**src/rtl/mem_bus_arbiter_pkg.sv**
```systemverilog
// Shared definitions for the two-master data-memory/MMIO arbiter: FSM encoding,
// master identifiers, the BRAM address region and the latched request record.
package mem_bus_arbiter_pkg;

    // Transaction FSM encoding: one transaction is IDLE -> ADDR -> DATA -> DONE.
    localparam logic [1:0] ST_IDLE = 2'd0;
    localparam logic [1:0] ST_ADDR = 2'd1;
    localparam logic [1:0] ST_DATA = 2'd2;
    localparam logic [1:0] ST_DONE = 2'd3;

    // Master identifiers used for owner and last_grant.
    localparam logic MST_CPU = 1'b0;
    localparam logic MST_AUX = 1'b1;

    // The BRAM occupies the region whose top address nibble is zero.
    localparam logic [3:0] BRAM_REGION = 4'h0;

    // Request fields captured from the winning master at the IDLE -> ADDR edge.
    typedef struct packed {
        logic        we;
        logic [31:0] addr;
        logic [31:0] wdata;
    } req_fields_t;

    // True when the top address nibble selects the BRAM region.
    function automatic logic in_bram_region(input logic [3:0] addr_top);
        return addr_top == BRAM_REGION;
    endfunction

endpackage

```
**src/rtl/mem_bus_arbiter_if.sv**
```systemverilog
// Requester and MMIO-decoder signals of the arbiter, bundled as one interface.
// slave  : the arbiter's view (requests in, acks/strobes out).
// master : the environment's view (CPU, aux master and MMIO decoder).
interface mem_bus_arbiter_if;

    // CPU MEM-stage requester
    logic        cpu_req;
    logic        cpu_we;
    logic [31:0] cpu_addr;
    logic [31:0] cpu_wdata;
    logic [31:0] cpu_rdata;
    logic        cpu_ack;
    logic        cpu_stall;

    // Auxiliary requester (program loader / debug reader)
    logic        aux_req;
    logic        aux_we;
    logic [31:0] aux_addr;
    logic [31:0] aux_wdata;
    logic [31:0] aux_rdata;
    logic        aux_ack;
    logic        aux_err;

    // Shared port towards the MMIO decoder
    logic        bus_re;
    logic        bus_we;
    logic [31:0] bus_addr;
    logic [31:0] bus_wdata;
    logic [31:0] bus_rdata;

    modport slave (
        input  cpu_req, cpu_we, cpu_addr, cpu_wdata,
        output cpu_rdata, cpu_ack, cpu_stall,
        input  aux_req, aux_we, aux_addr, aux_wdata,
        output aux_rdata, aux_ack, aux_err,
        output bus_re, bus_we, bus_addr, bus_wdata,
        input  bus_rdata
    );

    modport master (
        output cpu_req, cpu_we, cpu_addr, cpu_wdata,
        input  cpu_rdata, cpu_ack, cpu_stall,
        output aux_req, aux_we, aux_addr, aux_wdata,
        input  aux_rdata, aux_ack, aux_err,
        input  bus_re, bus_we, bus_addr, bus_wdata,
        output bus_rdata
    );

endinterface

```
**src/rtl/mem_bus_arbiter_arb_pick.sv**
```systemverilog
// Winner selection for the arbiter. The pick is combinational; last_grant and
// starve_cnt advance only when the FSM commits a grant (commit=1 in IDLE).
module mem_bus_arbiter_arb_pick #(
    parameter bit          CPU_PRIORITY = 1'b1,
    parameter int unsigned STARVE_LIMIT = 4
) (
    input  logic clk,
    input  logic rst,
    input  logic cpu_req,
    input  logic aux_req,
    input  logic commit,
    output logic grant
);
    import mem_bus_arbiter_pkg::*;

    localparam logic [3:0] LIMIT = 4'(STARVE_LIMIT);

    logic       last_grant_q;
    logic [3:0] starve_cnt_q;

    // Pick the winner for the current IDLE cycle.
    always_comb begin
        grant = MST_CPU;
        if (cpu_req && aux_req) begin
            if (CPU_PRIORITY) begin
                grant = (starve_cnt_q == LIMIT) ? MST_AUX : MST_CPU;
            end else begin
                grant = (last_grant_q == MST_CPU) ? MST_AUX : MST_CPU;
            end
        end else if (aux_req) begin
            grant = MST_AUX;
        end
    end

    // Record the committed grant and track how long aux has been passed over.
    always_ff @(posedge clk or posedge rst) begin
        if (rst) begin
            // AUX so that the first round-robin tie goes to the CPU.
            last_grant_q <= MST_AUX;
            starve_cnt_q <= 4'd0;
        end else if (commit) begin
            last_grant_q <= grant;
            if (grant == MST_AUX) begin
                starve_cnt_q <= 4'd0;
            end else if (aux_req && (starve_cnt_q != LIMIT)) begin
                starve_cnt_q <= starve_cnt_q + 4'd1;
            end
        end
    end

endmodule

```
**src/rtl/mem_bus_arbiter.sv**
```systemverilog
// Two-master arbiter for the data-memory/MMIO port. Each transaction takes a
// fixed four cycles (IDLE, ADDR, DATA, DONE); the CPU is stalled until its ack.
// Aux accesses outside the BRAM region complete without touching the bus and
// report aux_err.
module mem_bus_arbiter #(
    parameter bit          CPU_PRIORITY = 1'b1,
    parameter int unsigned STARVE_LIMIT = 4
) (
    input  logic                     clk,
    input  logic                     rst,
    mem_bus_arbiter_if.slave         bus
);
    import mem_bus_arbiter_pkg::*;

    logic [1:0]  state_q, state_d;
    logic        owner_q;
    req_fields_t fields_q;
    logic        region_ok_q;
    logic [31:0] cpu_rdata_q;
    logic [31:0] aux_rdata_q;

    logic        any_req;
    logic        commit;
    logic        grant;
    req_fields_t win_fields;
    logic        strobe_ok;
    logic        in_done;
    logic [31:0] rd_val;

    assign any_req = bus.cpu_req | bus.aux_req;
    assign commit  = (state_q == ST_IDLE) && any_req;

    mem_bus_arbiter_arb_pick #(
        .CPU_PRIORITY (CPU_PRIORITY),
        .STARVE_LIMIT (STARVE_LIMIT)
    ) u_arb (
        .clk     (clk),
        .rst     (rst),
        .cpu_req (bus.cpu_req),
        .aux_req (bus.aux_req),
        .commit  (commit),
        .grant   (grant)
    );

    // Select the winning master's request fields.
    always_comb begin
        win_fields.we    = bus.cpu_we;
        win_fields.addr  = bus.cpu_addr;
        win_fields.wdata = bus.cpu_wdata;
        if (grant == MST_AUX) begin
            win_fields.we    = bus.aux_we;
            win_fields.addr  = bus.aux_addr;
            win_fields.wdata = bus.aux_wdata;
        end
    end

    // Next-state logic: only IDLE waits; the other states advance every cycle.
    always_comb begin
        state_d = state_q;
        case (state_q)
            ST_IDLE: if (any_req) state_d = ST_ADDR;
            ST_ADDR: state_d = ST_DATA;
            ST_DATA: state_d = ST_DONE;
            default: state_d = ST_IDLE;
        endcase
    end

    // FSM state register.
    always_ff @(posedge clk or posedge rst) begin
        if (rst) begin
            state_q <= ST_IDLE;
        end else begin
            state_q <= state_d;
        end
    end

    // Latch owner and request fields when a grant is committed.
    always_ff @(posedge clk or posedge rst) begin
        if (rst) begin
            owner_q     <= MST_CPU;
            fields_q    <= '0;
            region_ok_q <= 1'b1;
        end else if (commit) begin
            owner_q     <= grant;
            fields_q    <= win_fields;
            // The CPU is never filtered; aux is limited to the BRAM region.
            region_ok_q <= (grant == MST_CPU) || in_bram_region(win_fields.addr[31:28]);
        end
    end

    // Out-of-region reads return zero instead of whatever the bus holds.
    assign rd_val = region_ok_q ? bus.bus_rdata : 32'd0;

    // Capture read data into the owner's rdata register in DATA.
    always_ff @(posedge clk or posedge rst) begin
        if (rst) begin
            cpu_rdata_q <= 32'd0;
            aux_rdata_q <= 32'd0;
        end else if ((state_q == ST_DATA) && !fields_q.we) begin
            if (owner_q == MST_CPU) begin
                cpu_rdata_q <= rd_val;
            end else begin
                aux_rdata_q <= rd_val;
            end
        end
    end

    // Strobes fire only in ADDR; gating with rst drops them the instant reset hits.
    assign strobe_ok     = (state_q == ST_ADDR) && region_ok_q && !rst;
    assign bus.bus_we    = strobe_ok && fields_q.we;
    assign bus.bus_re    = strobe_ok && !fields_q.we;
    assign bus.bus_addr  = fields_q.addr;
    assign bus.bus_wdata = fields_q.wdata;

    assign in_done       = (state_q == ST_DONE) && !rst;
    assign bus.cpu_ack   = in_done && (owner_q == MST_CPU);
    assign bus.aux_ack   = in_done && (owner_q == MST_AUX);
    assign bus.aux_err   = bus.aux_ack && !region_ok_q;
    assign bus.cpu_rdata = cpu_rdata_q;
    assign bus.aux_rdata = aux_rdata_q;
    assign bus.cpu_stall = bus.cpu_req & ~bus.cpu_ack;

endmodule

```
**src/flat_wrapper.sv**
```systemverilog
// flat-port wrapper written by rule: the top's interface ports become plain ports
module mem_bus_arbiter_flat import mem_bus_arbiter_pkg::*;
#(
    parameter bit          CPU_PRIORITY = 1'b1,
    parameter int unsigned STARVE_LIMIT = 4
)
  (clk, rst, bus_cpu_req, bus_cpu_we, bus_cpu_addr, bus_cpu_wdata, bus_cpu_rdata, bus_cpu_ack, bus_cpu_stall, bus_aux_req, bus_aux_we, bus_aux_addr, bus_aux_wdata, bus_aux_rdata, bus_aux_ack, bus_aux_err, bus_bus_re, bus_bus_we, bus_bus_addr, bus_bus_wdata, bus_bus_rdata);
  mem_bus_arbiter_if bus_i ();
  input  logic clk;
  input  logic rst;
  input wire logic [$bits(bus_i.cpu_req)-1:0] bus_cpu_req;
  input wire logic [$bits(bus_i.cpu_we)-1:0] bus_cpu_we;
  input wire logic [$bits(bus_i.cpu_addr)-1:0] bus_cpu_addr;
  input wire logic [$bits(bus_i.cpu_wdata)-1:0] bus_cpu_wdata;
  output wire logic [$bits(bus_i.cpu_rdata)-1:0] bus_cpu_rdata;
  output wire logic [$bits(bus_i.cpu_ack)-1:0] bus_cpu_ack;
  output wire logic [$bits(bus_i.cpu_stall)-1:0] bus_cpu_stall;
  input wire logic [$bits(bus_i.aux_req)-1:0] bus_aux_req;
  input wire logic [$bits(bus_i.aux_we)-1:0] bus_aux_we;
  input wire logic [$bits(bus_i.aux_addr)-1:0] bus_aux_addr;
  input wire logic [$bits(bus_i.aux_wdata)-1:0] bus_aux_wdata;
  output wire logic [$bits(bus_i.aux_rdata)-1:0] bus_aux_rdata;
  output wire logic [$bits(bus_i.aux_ack)-1:0] bus_aux_ack;
  output wire logic [$bits(bus_i.aux_err)-1:0] bus_aux_err;
  output wire logic [$bits(bus_i.bus_re)-1:0] bus_bus_re;
  output wire logic [$bits(bus_i.bus_we)-1:0] bus_bus_we;
  output wire logic [$bits(bus_i.bus_addr)-1:0] bus_bus_addr;
  output wire logic [$bits(bus_i.bus_wdata)-1:0] bus_bus_wdata;
  input wire logic [$bits(bus_i.bus_rdata)-1:0] bus_bus_rdata;
  assign bus_i.cpu_req = bus_cpu_req;
  assign bus_i.cpu_we = bus_cpu_we;
  assign bus_i.cpu_addr = bus_cpu_addr;
  assign bus_i.cpu_wdata = bus_cpu_wdata;
  assign bus_cpu_rdata = bus_i.cpu_rdata;
  assign bus_cpu_ack = bus_i.cpu_ack;
  assign bus_cpu_stall = bus_i.cpu_stall;
  assign bus_i.aux_req = bus_aux_req;
  assign bus_i.aux_we = bus_aux_we;
  assign bus_i.aux_addr = bus_aux_addr;
  assign bus_i.aux_wdata = bus_aux_wdata;
  assign bus_aux_rdata = bus_i.aux_rdata;
  assign bus_aux_ack = bus_i.aux_ack;
  assign bus_aux_err = bus_i.aux_err;
  assign bus_bus_re = bus_i.bus_re;
  assign bus_bus_we = bus_i.bus_we;
  assign bus_bus_addr = bus_i.bus_addr;
  assign bus_bus_wdata = bus_i.bus_wdata;
  assign bus_i.bus_rdata = bus_bus_rdata;
  mem_bus_arbiter #(.CPU_PRIORITY(CPU_PRIORITY), .STARVE_LIMIT(STARVE_LIMIT)) u_core (.clk(clk), .rst(rst), .bus(bus_i));
endmodule
```
**config.mk**
```make
export PLATFORM = sky130hd
export DESIGN_NAME = mem_bus_arbiter_flat
export DESIGN_NICKNAME = d
export VERILOG_FILES = /design/src/rtl/mem_bus_arbiter_pkg.sv /design/src/rtl/mem_bus_arbiter_if.sv /design/src/rtl/mem_bus_arbiter_arb_pick.sv /design/src/rtl/mem_bus_arbiter.sv /design/src/flat_wrapper.sv
export SDC_FILE = /design/constraint.sdc
export NUM_CORES = 1
export LEC_CHECK = 0
export ABC_AREA = 1
export CAP_MARGIN = 20
export CORE_ASPECT_RATIO = 1.2
export CORE_MARGIN = 2
export CORE_UTILIZATION = 37
export DETAILED_ROUTE_END_ITERATION = 8
export PLACE_DENSITY = 0.86
export SLEW_MARGIN = 0
export SYNTH_ARGS = -nofsm -noshare
export SYNTH_HDL_FRONTEND = slang
export SYNTH_SLANG_ARGS = --single-unit
```
**constraint.sdc**
```tcl
create_clock -name clk -period 4.7 [get_ports clk]
set_input_delay 0.705 -clock clk [delete_from_list [all_inputs] [get_ports clk]]
set_output_delay 0.705 -clock clk [all_outputs]
set_load 0.01 [all_outputs]
```
# --- After elaboration in Yosys (flattened, before gate mapping) ---
# Cells that the tools add are included.
word_totals:
  register_bits: 137
  in_bits: 166
  output_inout_bits: 134
  word_cells: 52
classes:
  n_addsub: 1
  n_eq_ne: 6
  mux: 9
  bitwise_logic: 5
  reduce_logical: 22
op_table:
  columns: ["operator", "n"]
  rows:
  - ["65-bit two-way mux", 1]
  - ["32-bit two-way mux", 1]
  - ["1-bit logical AND", 12]
  - ["4-bit two-way mux", 2]
  - ["2-bit case mux with 3 select lines", 1]
  - ["2-bit AND reduction", 3]
  - ["4-bit by 1-bit adder with 4-bit output (second input constant)", 1]
  - ["2-bit == test (second input constant)", 2]
  - ["4-bit by 3-bit == test with 1-bit output (second input constant)", 1]
  - ["4-bit logical NOT", 1]
  - ["4-bit by 3-bit != test with 1-bit output (second input constant)", 1]
  - ["1-bit logical NOT", 3]
  - ["1-bit two-way mux", 3]
  - ["1-bit inverter", 3]
  - ["2-bit by 1-bit == test with 1-bit output (second input constant)", 1]
  - ["2-bit logical NOT", 1]
  - ["2-bit two-way mux", 1]
  - ["2-bit by 1-bit != test with 1-bit output (second input constant)", 1]
  - ["2-bit nonzero test", 1]
  - ["1-bit bitwise AND", 1]
  - ["1-bit logical OR", 1]
  - ["1-bit bitwise OR", 1]

# --- Logic depth before layout (Yosys ltp) ---
depth:
  depth_word: 6
  depth_mapped: 11

# --- Modules after synthesis ---
# A second synthesis with hierarchy kept.
hier_totals:
  cells_unflattened: 744
  area_unflattened_um2: 6470.0
modules_own_cells:
  columns: ["mod", "instances", "cells_each", "area_each_um2", "seq_area_each_um2"]
  rows:
  - ["mem_bus_arbiter", 1, 708, 6204.7, 3329.4]
  - ["mem_bus_arbiter_arb_pick", 1, 36, 265.3, 100.1]

# --- Least setup slack after synthesis ---
# OpenSTA, ideal clock, no wires.
synth_timing:
  kind: "input -> output"
  startpoint: "in rst"
  endpoint: "out bus_aux_err"
  arrival_ps: 4365
  required_time_ps: 3995
  path_slack_ps: -370
  path_stages: 3
  cell_sequence: "inv_1 > nand2_1 > nor3_1"
synth_between:
  elab_chain_cells: 4
synth_rtl:
  columns: ["element", "line_no", "rtl"]
  rows:
  - ["from (decl)", "flat_wrapper.sv:10", "input logic rst;"]
  - ["1-bit logical NOT (no source line)", null, null]
  - ["1-bit logical AND", "mem_bus_arbiter.sv:115", "assign in_done = (state_q == ST_DONE) && !rst;"]
  - ["1-bit logical AND", "mem_bus_arbiter.sv:117", "assign bus.aux_ack = in_done && (owner_q == MST_AUX);"]
  - ["1-bit logical AND", "mem_bus_arbiter.sv:118", "assign bus.aux_err = bus.aux_ack && !region_ok_q;"]
  - ["to (decl)", "flat_wrapper.sv:24", "output wire logic [$bits(bus_i.aux_err)-1:0] bus_aux_err;"]
# No other way between the ends.

# --- Worst setup path in the final report ---
layout_timing:
  startpoint: "reg u_core.region_ok_q"
  endpoint: "out bus_bus_we"
layout_between:
  elab_chain_cells: 3
layout_rtl:
  columns: ["element", "line_no", "rtl"]
  rows:
  - ["from (decl)", "mem_bus_arbiter.sv:18", "logic region_ok_q;"]
  - ["from (signal assigned)", "mem_bus_arbiter.sv:87", "region_ok_q <= (grant == MST_CPU) || in_bram_region(win_fields.addr[31:28]);"]
  - ["1-bit logical AND (2 in a row)", "mem_bus_arbiter.sv:109", "assign strobe_ok = (state_q == ST_ADDR) && region_ok_q && !rst;"]
  - ["1-bit logical AND", "mem_bus_arbiter.sv:110", "assign bus.bus_we = strobe_ok && fields_q.we;"]
  - ["to (decl)", "flat_wrapper.sv:26", "output wire logic [$bits(bus_i.bus_we)-1:0] bus_bus_we;"]
# No other way between the ends.

==> impl_metrics.toml <==
[run_status]
run_status = "finished clean"

[logic_synthesis]
syn-num-nets = 903
netlist_area_sq_um = 6270
synth_area_leader_cell = "dfrtp_1"
syn_area_per_cell_sq_um = 8.58
ys_ff_latch = 137
ys_seq_area_share_pct = 54.7
yosysTopAreaCellShare_pct = 54.3
ys_top_cells_by_area = "dfrtp_1 54%, nand2_1 10%, a21oi_1 9.9%"
yosysUniqueCellTypes = 20
synth_cells = 731
ys_warn_count = 0

[global_routing]
grt_start_max_net_pins = 84
antenna_found_initial = 0
globalRouteTotalUtil_pct = 20.7
grt_first_pass_wirelength_mm = 29.0
gr-total-overflow = 0
first_global_vias = 5650

[power]
power.density_nw_per_um2 = 645
power_switching_mw = 2.23
seqPwrFrac_pct = 34.6
combPwrFrac_pct = 45.0
intPower_mw = 3.92
p_leak_nw = 4.08
swShare_pct = 36.2
power.share.clock_pct = 20.5
peakVddDrop_v = 0.000311

[sta]
setup_viol = 0
finalMaxSlewViolations = 0
finalWorstSetupSlack_ns = 1.58
rsz0062_at_grt = "false"
relSlewSlack_pct = 28.5
min_period_over_period_pct = 66.4
post-route-min-period_ns = 3.12
max_freq_ghz = 0.320
finalHoldViolCount = 0
worst_pin_slew_ns = 1.07
tns_ns = 0
fin_worst_skew_ns = 0.00751

[finish]
nNetsFinal = 1122
antenna_cells = 0
area_growth_syn_to_layout_pct = 52.0
fin_area_sq_um = 9530
drive_gt1_share_pct = 4.88
final_cells = 1179

[critical_path]
reg2reg_depth = 8
worst_setup_path_end_kind = "output port"
cp.required_ns = 3.99
worstSetupPathType = "reg2out"
arrival_ns = 2.42
rr_startpoint = "u_core.u_arb.starve_cnt_q[1]$_DFFE_PP0P_"
crit_start = "u_core.region_ok_q$_DFFE_PP1P_"
crit_fanout = 35
r2r_end = "u_core.bus.bus_addr[2]$_DFFE_PP0P_"
reg2reg_slack_ns = 2.53
startpoint_type = "flip-flop"

[die]
die_area_sq_um = 18000
io_pins = 300
start_util_pct = 37.5
rows = 52
fp.dieW_microns = 123
fp.dieH_microns = 147
core_area_sq_um = 16700

[cts]
cts_hold_buf = 0
cts_root_buf = "clkbuf_16"
numClockSinks = 137
cts_made_buffers = 17
cts_resized = 0
clkLatencyLatePin_ns = 0.41
clockBufferDepth = 2
post_cts_buffers = 0
cts_tree = "yes"
path_clk_slew_ns = 0.06
cts_max_level = 4

[flow_run]
cap_violations = 0

[drt]
wl_per_cell_microns = 15.7
dr.pass1.iters = 5
drt_iter0_markers = 430
post-route-drc-count = 0
vias = 5730
postRouteAntennaNets = 0
vias_per_cell = 4.86
wl_mm = 18.5

[hold_path]
hold_depth = 2
hp-class = "reg2reg"
min-delay-start = "u_core.bus.cpu_rdata[24]$_DFFE_PP0P_"
worstHoldEndpoint = "u_core.bus.cpu_rdata[24]$_DFFE_PP0P_"

[place]
hpwl_mm = 12.6
post-place-ws_ns = 1.66
dpl_cell_area_sq_um = 8910
portBuffers = 299
finalWeightedCongestion = 0.838
dp.cells = 1144
==> layout make-up <==
class / instances / area (sq um)
Clock buffer: 18 / 429
Clock inverter: 14 / 125
Fill cell: 1485 / 7190
Inverter: 21 / 82.6
Multi-Input combinational cell: 467 / 2110
Sequential cell: 137 / 3430
Tap cell: 216 / 270
Timing Repair Buffer: 306 / 3090
==> stage by stage <==
step	power [mW]	utilization (%)	hold WS [ns]
floorplan	3.69	-	0.493
global placement	4.81	53.3	0.465
detailed placement	4.89	53.3	0.472
CTS	6.19	56.6	0.487
global route	6.58	57.0	0.504
finish	6.15	57.0	0.484
==> cell usage in the layout, fill, tap and decap left out <==
master,instances
nor3_1,1
bufinv_16,1
clkinv_2,4
o21ai_0,69
dfstp_2,1
clkbuf_16,17
ha_1,6
nand2_1,171
clkdlybuf4s50_1,299
dfrtp_1,136
a21oi_4,1
nand2_2,3
a21oi_1,124
a221oi_1,1
buf_4,4
nand3_1,8
o22ai_1,3
nor2_1,74
buf_12,2
clkbuf_1,1
clkinv_4,3
inv_1,17
a31oi_1,4
nor4_1,2
buf_16,1
clkinvlp_4,4
inv_6,3
inv_2,3
==> critical path, cell delays in order (launching register included) <==
cell and delay [ns]:
dfstp_2 1.02, inv_1 0.13, nor4_1 0.28, clkdlybuf4s50_1 0.57
==> state kept, by name, summed over array words and instances (netlist names) <==
register / cells
u_core.bus.bus_wdata: 32
u_core.fields_q: 1
u_core.bus.cpu_rdata: 32
u_core.owner_q: 1
u_core.bus.bus_addr: 32
u_core.region_ok_q: 1
u_core.bus.aux_rdata: 32
u_core.u_arb.starve_cnt_q: 4
u_core.state_q: 2
==> power by group through the flow <==
stage	registers [mW]	clock network, mW	logic, mW
finish	2.12	1.26	2.76
global placement	2.12	0	2.69
detailed placement	2.13	0	2.76
global route	2.19	1.35	3.04
CTS	2.12	1.30	2.76
floorplan	2.15	0	1.54
==> Yosys cell counts, drive strengths merged <==
library cell	instances
inv	20
o22ai	3
a31oi	4
buf	85
a221oi	1
nand2	174
clkinv	1
dfrtp	136
clkbuf	21
nor4	2
ha	6
nor2	74
a21oi	125
nand3	8
nor3	1
o21ai	69
dfstp	1
==> cells by family (layout without fill, tap and decap cells) <==
family / count (synthesis) / count (layout) / share of synthesized area (%)
buffers and inverters: 127 / 359 / 11.9
DFF: 137 / 137 / 54.7
adders and majority gates: 6 / 6 / 1.20
and+or+nand+nor: 259 / 259 / 15.8
AOI/OAI and AO/OA: 202 / 202 / 16.5
==> layer usage <==
layer  track usage, %  vias to the layer above  share of wire (%)
met3             6.64                       30                8.0
met5                0                        -                  0
met1             24.9                     2692                 40
met4             8.68                        0                2.6
met2             33.7                      237                 50
li1                 -                     2771                  -
==> how the worst max path moves through the flow <==
stage	end	cells after the start	slack, ns
final	bus_bus_we	3	1.58
after global routing	bus_bus_we	3	1.48
after CTS	bus_bus_we	3	1.55
after detailed placement	u_core.bus.aux_rdata[21]$_DFFE_PP0P_	4	1.66
after global placement	u_core.bus.bus_wdata[1]$_DFFE_PP0P_	4	1.71
after floorplan	bus_cpu_stall	4	0.75
Power figures use the tool's default switching activity.
==> edit 1: new RTL, same settings <==
Put a register stage on the output `bus.aux_err`, without a reset. The value now appears one clock later.
--- a/src/rtl/mem_bus_arbiter.sv
+++ b/src/rtl/mem_bus_arbiter.sv
@@ -115,7 +115,9 @@
     assign in_done       = (state_q == ST_DONE) && !rst;
     assign bus.cpu_ack   = in_done && (owner_q == MST_CPU);
     assign bus.aux_ack   = in_done && (owner_q == MST_AUX);
-    assign bus.aux_err   = bus.aux_ack && !region_ok_q;
+    always_ff @(posedge clk) begin
+        bus.aux_err <= bus.aux_ack && !region_ok_q;
+    end
     assign bus.cpu_rdata = cpu_rdata_q;
     assign bus.aux_rdata = aux_rdata_q;
     assign bus.cpu_stall = bus.cpu_req & ~bus.cpu_ack;
Check against the original RTL: not equivalent (Yosys sat finds a counterexample within 4 cycles, from zero or initial values and one cycle with rst high).
==> edit 1 against the unedited design <==
- global-route usage is 0.34 points lower
- setup slack got worse by 82 ps
- final area up 0.46%
- cell count barely moved
- power is 0.59% higher
- fmax is 2.6% lower
- routed wire length down 1.2%
- count of clock-buffer cells in the layout decreased by 1
- sequential cell count increased by 1
- synthesized cell count is 0.14% higher
- critical path depth did not move
- clock skew rose by 2.0 ps
- area after synthesis up 0.32%
- register-to-register slack barely moved
- critical endpoint is now bus_bus_re
- highest routed layer unchanged
==> edit 1: results (changes against the unedited design) <==
Switching part of the total power - 0.3633 (+0.001312)
Commonest non-fill, non-tap cell in the layout - clkdlybuf4s50_1
1st-pass router iterations - 5 (unchanged)
First-pass GRT wire length - 28,720 um (-0.98%)
Share of cells above drive strength 1 - 0.04979 (+0.0009867)
Vias - 5,788 (+1.0%)
Post-CTS setup buffer count - 0 (unchanged)
Clock latency on the worst-skew pair - 410 ps (about the same)
CTS resizes - 0 (unchanged)
Clock skew - 9.539 ps (+2.033 ps)
Slowest stage delay, CP - 980 ps (-40 ps)
Initial antenna violation count - 0 (unchanged)
Worst slew pin tran - 1028 ps (-41.96 ps)
Drt initial violations - 268 (-38%)
# port buffers - 299 (unchanged)
FFs w/ async S/R, synth - 0.9928 (-0.007246)
RD Place Congestion - 0.8363 (-0.20%)
WP data arrival - 2500 ps (+80 ps)
Status - complete, no violations
Nets@finish - 1,123 (+0.089%)
Total Routing Usage GR - 0.2032 (-0.003424)
Routed WL - 18,290 um (-1.2%)
CP Max Fanout - 35 (unchanged)
YS warnings - 0 (unchanged)
Largest net degree at the start of global routing - 83 (-1.2%)
Primary FF master, synth - dfrtp_1
Number of CTS-inserted buffers - 17 (unchanged)
HPWL Detailed - 12,610 um (-0.32%)
Maximum vdd drop - 277.2 uV (-11%)
Pleak - 4.094 nW (+0.29%)
Antenna Cells - 0 (unchanged)
Yosys cell types - 21 (+5.0%)
Delay-heaviest family, CP - flip-flops
Syn_nets - 904 (+0.11%)
Seq/Total Area, Yosys - 0.5483 (+0.001442)
Synth top area cells - dfrtp_1, nand2_1, a21oi_1, buf_4, o21ai_0
edit 1: changes by cell type after synthesis, sizes merged:
cell   unedited run  this run
dfxtp             0         1
edit 1: tightest hold or removal path: cells and delay by family (launching register included):
family             cells  cell delay [ps]
AOI/OAI and AO/OA      1               60
DFF                    1              340
and+or+nand+nor        1               50
edit 1: final timing paths:
| check | startpoint | to | slack [ps] | cells past startpoint |
|---|---|---|---|---|
| worst max register to register | u_core.u_arb.starve_cnt_q[0] | u_core.region_ok_q | 2540 | 11 |
| max in group asynchronous | rst | u_core.bus.bus_wdata[9] | 2510 | 5 |
| worst max-delay path | u_core.region_ok_q | bus_bus_re | 1500 | 3 |
| worst min-delay path | u_core.bus.cpu_rdata[19] | u_core.bus.cpu_rdata[19] | 480 | 2 |
| min in group asynchronous | rst | u_core.bus.aux_rdata[17] | 950 | 3 |
| worst min register to register | u_core.bus.cpu_rdata[19] | u_core.bus.cpu_rdata[19] | 480 | 2 |
edit 1: area by class of cell:
| class | instances | area [um2] |
|---|---|---|
| clock buffer | 17 | 425.4 |
| clock inverter | 15 | 152.6 |
| fill | 1474 | 7209 |
| inverter | 21 | 82.58 |
| multi-input combinational | 467 | 2106 |
| sequential | 138 | 3450 |
| tap | 216 | 270.3 |
| timing repair buffer | 306 | 3090 |
edit 1: cell families after synthesis:
kind of cell / Yosys count / synth area share
buffers and inverters: 127 / 0.1181
flip-flops: 138 / 0.5483
AND/OR/NAND/NOR: 259 / 0.1571
AO/OA/AOI/OAI: 202 / 0.1645
adder cells (fa/ha/maj): 6 / 0.01193
edit 1: power groups by stage:
stage	clock network [mW]	logic (mW)	registers, mW
finish	1.31	2.74	2.13
global route	1.40	3.02	2.20
CTS	1.34	2.75	2.13
detailed placement	0	2.75	2.14
global placement	0	2.69	2.12
floorplan	0	1.54	2.16
edit 1: routing by layer:
metal	global-route usage	up-vias	part of all wire
met5	0	-	0
li1	-	2767	-
met2	0.3481	251	0.51
met1	0.2317	2742	0.39
met4	0.08182	0	0.024
met3	0.06638	28	0.085
edit 1: per-stage QoR:
stage	hold WS [ps]	cells	setup WS, ps	total power, mW	area (um2)
after detailed placement	472.3	1145	1637	4.891	8931
after global routing	506.2	1180	1376	6.621	9577
after floorplan	493.0	732	749.9	3.700	6295
final	484.9	1180	1495	6.182	9577
after global placement	465.7	1145	1713	4.806	8931
after CTS	488.6	1177	1452	6.231	9509
==> edit 2: new RTL, same settings <==
Made on the original files. `CPU_PRIORITY` is set to 1'b1 in 3 places; all go to 1'b0.
--- a/src/rtl/mem_bus_arbiter_arb_pick.sv
+++ b/src/rtl/mem_bus_arbiter_arb_pick.sv
@@ -1,7 +1,7 @@
 // Winner selection for the arbiter. The pick is combinational; last_grant and
 // starve_cnt advance only when the FSM commits a grant (commit=1 in IDLE).
 module mem_bus_arbiter_arb_pick #(
-    parameter bit          CPU_PRIORITY = 1'b1,
+    parameter bit          CPU_PRIORITY = 1'b0,
     parameter int unsigned STARVE_LIMIT = 4
 ) (
     input  logic clk,
--- a/src/rtl/mem_bus_arbiter.sv
+++ b/src/rtl/mem_bus_arbiter.sv
@@ -3,7 +3,7 @@
 // Aux accesses outside the BRAM region complete without touching the bus and
 // report aux_err.
 module mem_bus_arbiter #(
-    parameter bit          CPU_PRIORITY = 1'b1,
+    parameter bit          CPU_PRIORITY = 1'b0,
     parameter int unsigned STARVE_LIMIT = 4
 ) (
     input  logic                     clk,
--- a/src/flat_wrapper.sv
+++ b/src/flat_wrapper.sv
@@ -1,7 +1,7 @@
 // flat-port wrapper written by rule: the top's interface ports become plain ports
 module mem_bus_arbiter_flat import mem_bus_arbiter_pkg::*;
 #(
-    parameter bit          CPU_PRIORITY = 1'b1,
+    parameter bit          CPU_PRIORITY = 1'b0,
     parameter int unsigned STARVE_LIMIT = 4
 )
   (clk, rst, bus_cpu_req, bus_cpu_we, bus_cpu_addr, bus_cpu_wdata, bus_cpu_rdata, bus_cpu_ack, bus_cpu_stall, bus_aux_req, bus_aux_we, bus_aux_addr, bus_aux_wdata, bus_aux_rdata, bus_aux_ack, bus_aux_err, bus_bus_re, bus_bus_we, bus_bus_addr, bus_bus_wdata, bus_bus_rdata);
Function: changed (a bounded check fails within 10 cycles, from zero or initial values and one cycle with rst high).
==> edit 2 against the unedited design <==
- power is 1.1% lower
- area after synthesis is 3.0% lower
- non-clock buffer count is 1 lower
- final area is 1.6% lower
- die area is 2.9% lower
- routed wire length is 2.4% lower
- register-to-register slack better by 90 ps
- setup slack better by 200 ps
- sequential cell count is 3 lower
- count of clock-buffer cells in the layout stayed put
- core utilization is 1.1 points higher
- critical path depth is 2 higher
- combinational power is 4% lower
- largest cell class unchanged
- highest routed layer unchanged
==> edit 2: results (changes against the unedited design) <==
Maximum vdd drop - 264.0 uV (-15%)
Clock latency on the worst-skew pair - 420 ps
RR Startpoint - u_core.state_q[0]
Met3 Track Usage GR - 0.07058 (+0.004177)
RD Place Congestion - 0.7873 (-6.1%)
1st-pass router iterations - 5 (unchanged)
Routed wl met2 - 8684 um (-5.3%)
Final setup viols - 0 (unchanged)
Worst Hold End - u_core.u_arb.last_grant_q
Clock skew - 13.93 ps (+6.422 ps)
Nets@finish - 1,096 (-2.3%)
CP Max Fanout - 4 (-89%)
Hold path cells - 2 (unchanged)
Initial antenna violation count - 0 (unchanged)
Seq/Total Area, Yosys - 0.5519 (+0.004964)
Worst R2R Path Depth - 6 (-2)
Synth top area cells - dfrtp_1, nand2_1, o21ai_0, buf_4, o21ai_1
Met3 Routed Length - 1586 um (+7.2%)
Worst slew margin - 0.3216 (+0.03615)
Number of CTS-inserted buffers - 17 (unchanged)
Drt initial violations - 392 (-8.8%)
R2R setup slack - 2620 ps (+90 ps)
CTS Buffer Depth - 2 (unchanged)
Number of synthesized flops with an enable pin - 0 (unchanged)
Total Routing Usage GR - 0.2070 (+0.0003262)
Met2 Usage GRT - 0.3415 (+0.004221)
Worst hold path class - flop to flop
Vias in the first global route - 5,435 (-3.8%)
Root Driver - clkbuf_16
Reg-to-Reg End - u_core.bus.aux_rdata[26]
Vias - 5,599 (-2.3%)
First-pass GRT wire length - 27,970 um (-3.5%)
Largest net degree at the start of global routing - 73 (-13%)
HPWL Detailed - 12,810 um (+1.3%)
Commonest cells post-synth - nand2_1, dfrtp_1, o21ai_0
Yosys cell types - 21 (+5.0%)
Worst Hold Launch - u_core.u_arb.last_grant_q
WL met1 - 7260 um (-1.6%)
Grt met1 use - 0.2443 (-0.004489)
YS warnings - 0 (unchanged)
Drt wl/cell - 15.69 um (about the same)
# port buffers - 299 (unchanged)
Share of cells above drive strength 1 - 0.05005 (+0.001247)
Antenna Cells - 0 (unchanged)
Fill count - 1,379 (-7.1%)
CTS clk-pin slew, worst paths - 60 ps (about the same)
Antenna Nets Post-Route - 0 (unchanged)
Status - complete, no violations
Post-CTS setup buffer count - 0 (unchanged)
Pleak - 4.063 nW (-0.45%)
Syn_nets - 878 (-2.8%)
-- edit 2: cell types whose count changed in the layout (fill, tap and decap cells not counted), moves of 3 or more --
cell       delta
o21ai_1      +59
nand3_1       -4
o21ai_0      +59
inv_1         -5
dfrtp_1       -4
a21oi_1     -122
bufinv_16     +3
-- edit 2: kinds of logic after synthesis --
kind of cell               Yosys count  synth area share
AOI/OAI and AO/OA                  196            0.1646
and+or+nand+nor                    253            0.1582
buffers and inverters              121            0.1171
adders and majority gates            4          0.008231
DFF                                134            0.5519
-- edit 2: metrics by stage --
step	std cells	util	cell area, um2	hold slack, ps	setup WS [ps]
CTS	1151	0.5808	9376	482.9	1761
floorplan	708	-	6085	443.7	797.4
detailed placement	1119	0.5413	8740	471.7	1759
global placement	1119	0.5413	8740	455.4	1773
finish	1151	0.5808	9376	472.4	1774
global route	1151	0.5808	9376	500.3	1753
-- edit 2: where the power goes --
group          switching, mW  internal (mW)
clock                  0.522          0.907
combinational           1.31           1.33
sequential             0.305           1.70
-- edit 2: worst max path at each step --
stage                     cells after the start                       to  from
after detailed placement                      4  u_core.bus.bus_addr[23]   rst
final                                         5              bus_aux_err   rst
after floorplan                               4            bus_cpu_stall   rst
after global placement                        5              bus_aux_err   rst
after global routing                          5              bus_aux_err   rst
after CTS                                     5              bus_aux_err   rst
-- edit 2: critical path, stage by stage --
cell and delay, ps:
clkdlybuf4s50_1 470, clkinvlp_4 100, nand2_1 80, nor3_1 260, clkdlybuf4s50_1 600
-- edit 2: layout make-up --
class	instances	area share
well taps	212	0.02829
multi-input cells	453	0.2155
clock buffers	18	0.04684
flip-flops and latches	134	0.3579
inverters	15	0.006405
repair buffers	305	0.3240
clock inverters	14	0.02108
